==> src/rtl/boron_pkg.sv <==
// Shared definitions for the Boron decryption datapath.
package boron_pkg;

    // Nibbles per 64-bit Boron state.
    localparam int unsigned BORON_NIBBLES = 16;

    // Inverse S-box, indexed by the substituted nibble value.
    localparam logic [3:0] INV_SBOX [16] = '{
        4'hA, 4'h3, 4'h9, 4'hE, 4'h1, 4'hD, 4'hF, 4'h4,
        4'hC, 4'h5, 4'h7, 4'h2, 4'h6, 4'h8, 4'h0, 4'hB
    };

    // Serial inverse substitution layer control states.
    typedef enum logic [1:0] {
        StIdle,
        StSub,
        StDone
    } inv_sub_state_e;

endpackage

==> src/rtl/s_box_decryption.sv <==
// Combinational 4-bit inverse S-box for the Boron decryption datapath.
module s_box_decryption
    import boron_pkg::*;
(
    input  logic [3:0] data_i,
    output logic [3:0] data_o
);

    // Single table lookup; no pipeline stage.
    always_comb begin
        data_o = INV_SBOX[data_i];
    end

endmodule

==> src/rtl/inv_sub_layer_serial.sv <==
// Nibble-serial inverse substitution layer: one S-box, one nibble per cycle.
// The state rotates right by one nibble each SUB cycle with the substituted low
// nibble re-entering at the top, so after NIBBLES cycles every nibble is back in
// place and has passed through the S-box exactly once.
module inv_sub_layer_serial
    import boron_pkg::*;
#(
    parameter int unsigned NIBBLES = BORON_NIBBLES
) (
    input  logic                   clk_i,
    input  logic                   rst_ni,
    input  logic                   valid_i,
    output logic                   ready_o,
    input  logic [4*NIBBLES-1:0]   data_i,
    output logic                   valid_o,
    input  logic                   ready_i,
    output logic [4*NIBBLES-1:0]   data_o,
    output logic                   busy_o
);

    localparam int unsigned W    = 4 * NIBBLES;
    localparam int unsigned CntW = (NIBBLES > 1) ? $clog2(NIBBLES) : 1;
    localparam logic [CntW-1:0] CntLast = CntW'(NIBBLES - 1);

    inv_sub_state_e  state_q, state_d;
    logic [W-1:0]    st_q, st_d;
    logic [CntW-1:0] cnt_q, cnt_d;
    logic [3:0]      sbox_out;

    s_box_decryption u_sbox (
        .data_i (st_q[3:0]),
        .data_o (sbox_out)
    );

    // Next-state logic for the control FSM, working register and nibble counter.
    always_comb begin
        state_d = state_q;
        st_d    = st_q;
        cnt_d   = cnt_q;
        unique case (state_q)
            StIdle: begin
                if (valid_i) begin
                    st_d    = data_i;
                    cnt_d   = '0;
                    state_d = StSub;
                end
            end
            StSub: begin
                // Shift right one nibble, substituted low nibble enters at the top.
                st_d  = W'({sbox_out, st_q} >> 4);
                cnt_d = cnt_q + 1'b1;
                if (cnt_q == CntLast) begin
                    state_d = StDone;
                end
            end
            StDone: begin
                // Output and input handshakes may complete on the same edge.
                if (ready_i) begin
                    if (valid_i) begin
                        st_d    = data_i;
                        cnt_d   = '0;
                        state_d = StSub;
                    end else begin
                        state_d = StIdle;
                    end
                end
            end
            default: begin
                state_d = StIdle;
            end
        endcase
    end

    // State registers; reset abandons any block in flight.
    always_ff @(posedge clk_i or negedge rst_ni) begin
        if (!rst_ni) begin
            state_q <= StIdle;
            st_q    <= '0;
            cnt_q   <= '0;
        end else begin
            state_q <= state_d;
            st_q    <= st_d;
            cnt_q   <= cnt_d;
        end
    end

    // Handshake outputs decoded from the registered state.
    always_comb begin
        busy_o  = (state_q == StSub);
        valid_o = (state_q == StDone);
        data_o  = valid_o ? st_q : '0;
        // Gated by rst_ni so nothing is accepted while reset is held.
        ready_o = rst_ni & ((state_q == StIdle) | ((state_q == StDone) & ready_i));
    end

endmodule

==> config.mk <==
export PLATFORM = sky130hd
export DESIGN_NAME = inv_sub_layer_serial
export DESIGN_NICKNAME = d
export VERILOG_FILES = /design/src/rtl/boron_pkg.sv /design/src/rtl/s_box_decryption.sv /design/src/rtl/inv_sub_layer_serial.sv
export SDC_FILE = /design/constraint.sdc
export NUM_CORES = 1
export LEC_CHECK = 0
export CORE_MARGIN = 3
export CORE_UTILIZATION = 41
export CTS_CLUSTER_DIAMETER = 100
export CTS_CLUSTER_SIZE = 8
export DETAILED_ROUTE_END_ITERATION = 10
export MAX_ROUTING_LAYER = met4
export PLACE_DENSITY = 0.77
export SYNTH_ARGS = -nofsm -noshare
export SYNTH_HDL_FRONTEND = slang
export SYNTH_SLANG_ARGS = --single-unit
export TNS_END_PERCENT = 50
==> constraint.sdc <==
create_clock -name clk_i -period 1.6 [get_ports clk_i]
set_clock_uncertainty 0.05 [all_clocks]
set_input_delay 0.32 -clock clk_i [delete_from_list [all_inputs] [get_ports clk_i]]
set_output_delay 0.32 -clock clk_i [all_outputs]
set_load 0.02 [all_outputs]
==> results.py <==
metrics = {
    "synthesis": {
        "ys_ff_latch": 70,
        "synth_fp_nets": 545,
        "yosysTopAreaCell": "dfrtp_1",
        "ys_top_cells_by_count": "nand2_1 (124), dfrtp_1 (70), and2_1 (65), nor2_1 (65), a31oi_1 (60)",
        "synth_edf_count": 0,
        "synth_most_common_cell": "nand2_1",
        "synth_area_leaders": "dfrtp_1 (46%), nand2_1 (12%), and2_1 (11%)",
        "async_flop_share_pct": 100.0,
        "synthCells": 469,
        "synth_top_cell_area_share_pct": 46.11,
        "ys_types": 29,
        "netlist_area_um2": 3799,
        "ys_seq_area_share_pct": 46.11,
        "syn_area_per_cell_um2": 8.099,
        "ys.warnings.count": 0,
        "synthFlopType": "dfrtp_1",
    },
    "pwr": {
        "p_leak_uw": 0.002887,
        "irDropWorstVdd_mv": 0.6066,
        "power_density_nw_per_um2": 1514,
    },
    "route": {
        "vias": 3959,
        "avgRoutedWirePerCell_um": 17.67,
        "dr.pass1.iters": 5,
        "ant_nets": 0,
        "wl_mm": 13.04,
        "dr.first_iter.drc_count": 265,
        "routed_via_density": 5.364,
        "route.detailed.drc": 0,
    },
    "clock_network": {
        "clkTransAtPathRegs_ps": 80,
        "cts_tree": "built",
        "root_buffer": "clkbuf_8",
        "cts_hold_buffers": 0,
        "cts_sinks": 70,
        "clock_path_buffers": 2,
        "cts.htree.levels": 3,
        "insertion_delay_ps": 340,
        "numCtsBuffers": 9,
    },
    "layout": {
        "nNetsFinal": 701,
        "post-route-util_pct": 69.44,
        "areaGrowthSynthToFinish_pct": 61.76,
        "drive_gt1_share_pct": 27.14,
        "n_antenna_cell": 0,
    },
    "sta": {
        "finalSetupViolCount": 132,
        "max-slew-margin-rel_pct": 40.17,
        "setup_ws_ps": -284.9,
        "fin_crit_ps": 1885,
        "slew_viol_final": 0,
        "rsz0062_at_grt": "true",
        "fmax_mhz": 530.5,
        "final.period_utilization_pct": 117.8,
        "hold_violations": 0,
        "worst_pin_slew_ps": 897.5,
    },
    "global_route": {
        "use_met1_pct": 28.71,
        "grt_max_degree": 71,
        "grtUsageMet3_pct": 3.413,
        "grt_antenna_before_repair": 0,
        "overflow": 0,
        "grt_pass1_wl_mm": 17.65,
        "grt_usage_pct": 21.94,
        "gr-usage-met2_pct": 35.23,
        "grt_pass1_vias": 3622,
        "busiest_layer": "met2",
    },
    "floorplanning": {
        "rows": 34,
        "die_w_um": 102.3,
        "initial_core_util_pct": 42.93,
        "die-area_um2": 10460,
        "coreArea_um2": 8848,
        "die_h_um": 102.3,
        "ios": 135,
    },
    "job": {
        "cap_violations": 0,
    },
    "placement": {
        "place_ws_ps": -598.6,
        "dp_hpwl_mm": 7.608,
        "place_congestion": 0.8355,
        "io_buffer_count": 134,
    },
    "run_status": {
        "status": "finished, violations left",
        "violations": "negative setup slack",
    },
    "critical_path": {
        "arrival_ps": 1510,
        "end_kind": "primary output",
        "cp.required_ps": 1230,
        "cp_max_fo": 9,
        "worstSetupStartpointType": "register",
        "path_class": "reg2out",
    },
    "worst_hold_path": {
        "hp-class": "in2async",
    },
}
cell usage in the layout (no fill, tap or decap), drive strengths merged, types with 5 or more instances in the layout:
master	Yosys	final
nand2	124	124
buf	23	104
dfrtp	70	70
clkdlybuf4s50	0	66
nor2	65	65
and2	65	65
a31oi	60	60
clkbuf	13	22
ha	8	8
inv	7	7
a21oi	7	7
o211ai	5	5
clkinv	0	5
through the flow:
| stage | instance area [µm²] | setup TNS, ps | instances | hold slack, ps | total power [µW] |
|---|---|---|---|---|---|
| floorplan | 3799 | 0 | 469 | -25.59 | 5703 |
| global placement | 5393 | -34120 | 701 | 443.6 | 6865 |
| detailed placement | 5393 | -36110 | 701 | 466.6 | 7080 |
| CTS | 5635 | -16440 | 721 | 200.8 | 8435 |
| global route | 6145 | -28730 | 738 | 237.7 | 9981 |
| finish | 6145 | -18480 | 738 | 181.3 | 9301 |
cell type report:
| class | instances | area (µm²) |
|---|---|---|
| sequential | 70 | 1752 |
| fill | 698 | 2704 |
| clock buffer | 11 | 131.4 |
| inverter | 7 | 28.78 |
| tap | 108 | 135.1 |
| clock inverter | 5 | 36.28 |
| multi-input combinational | 356 | 1991 |
| timing repair buffer | 181 | 2071 |
critical path, stage by stage (launching register included):
cell       delay (ps)
dfrtp_1           410
nor2b_4           190
buf_6             150
clkbuf_16         150
and2_4            150
buf_6             110
sequential cells by signal (all words and copies together), names as in the netlist:
name,count
state_q,2
st_q,64
cnt_q,4
path summary, 6_finish.rpt:
path,start,to,slack [ps],cells after the start
setup reg to reg,state_q[1],st_q[21],-160,9
min in group clk_i,data_i[48],st_q[48],480,3
max in group asynchronous,rst_ni,st_q[11],730,2
hold reg to reg,st_q[61],st_q[61],490,2
setup / recovery,state_q[0],data_o[62],-280,5
hold / removal,rst_ni,st_q[52],180,2
cells by family after synthesis:
logic type	after synthesis	synth area share, %
buf+inv	43	5.106
simple gates	263	30.96
xor+xnor	1	0.2306
compound gates	81	13.51
fa+ha+maj	8	2.635
mux	3	1.449
flops	70	46.11
per-layer routing:
| layer | routed length, µm | share of wire, % | vias to the layer above |
|---|---|---|---|
| li1 | - | - | 1862 |
| met1 | 5526 | 42 | 1913 |
| met2 | 6565 | 50 | 162 |
| met3 | 758 | 5.8 | 22 |
| met4 | 189 | 1.4 | 0 |
| met5 | 0 | 0 | - |
repair_timing:
item                                    in CTS  in global routing
hold endpoints to repair                     0                  0
buffers inserted                             3                  8
resized for setup                          384                 56
endpoints found under the setup margin     131                133
cloned                                       1                 11
pin swaps                                    1                 32
report_power, final:
| part | switching, µW | internal (µW) | leakage (µW) |
|---|---|---|---|
| clock network | 682 | 567 | 0.0000872 |
| logic | 2300 | 2280 | 0.00197 |
| registers | 750 | 2710 | 0.000826 |
| total | 3730 | 5570 | 0.00289 |
Power figures use the tool's default switching activity.
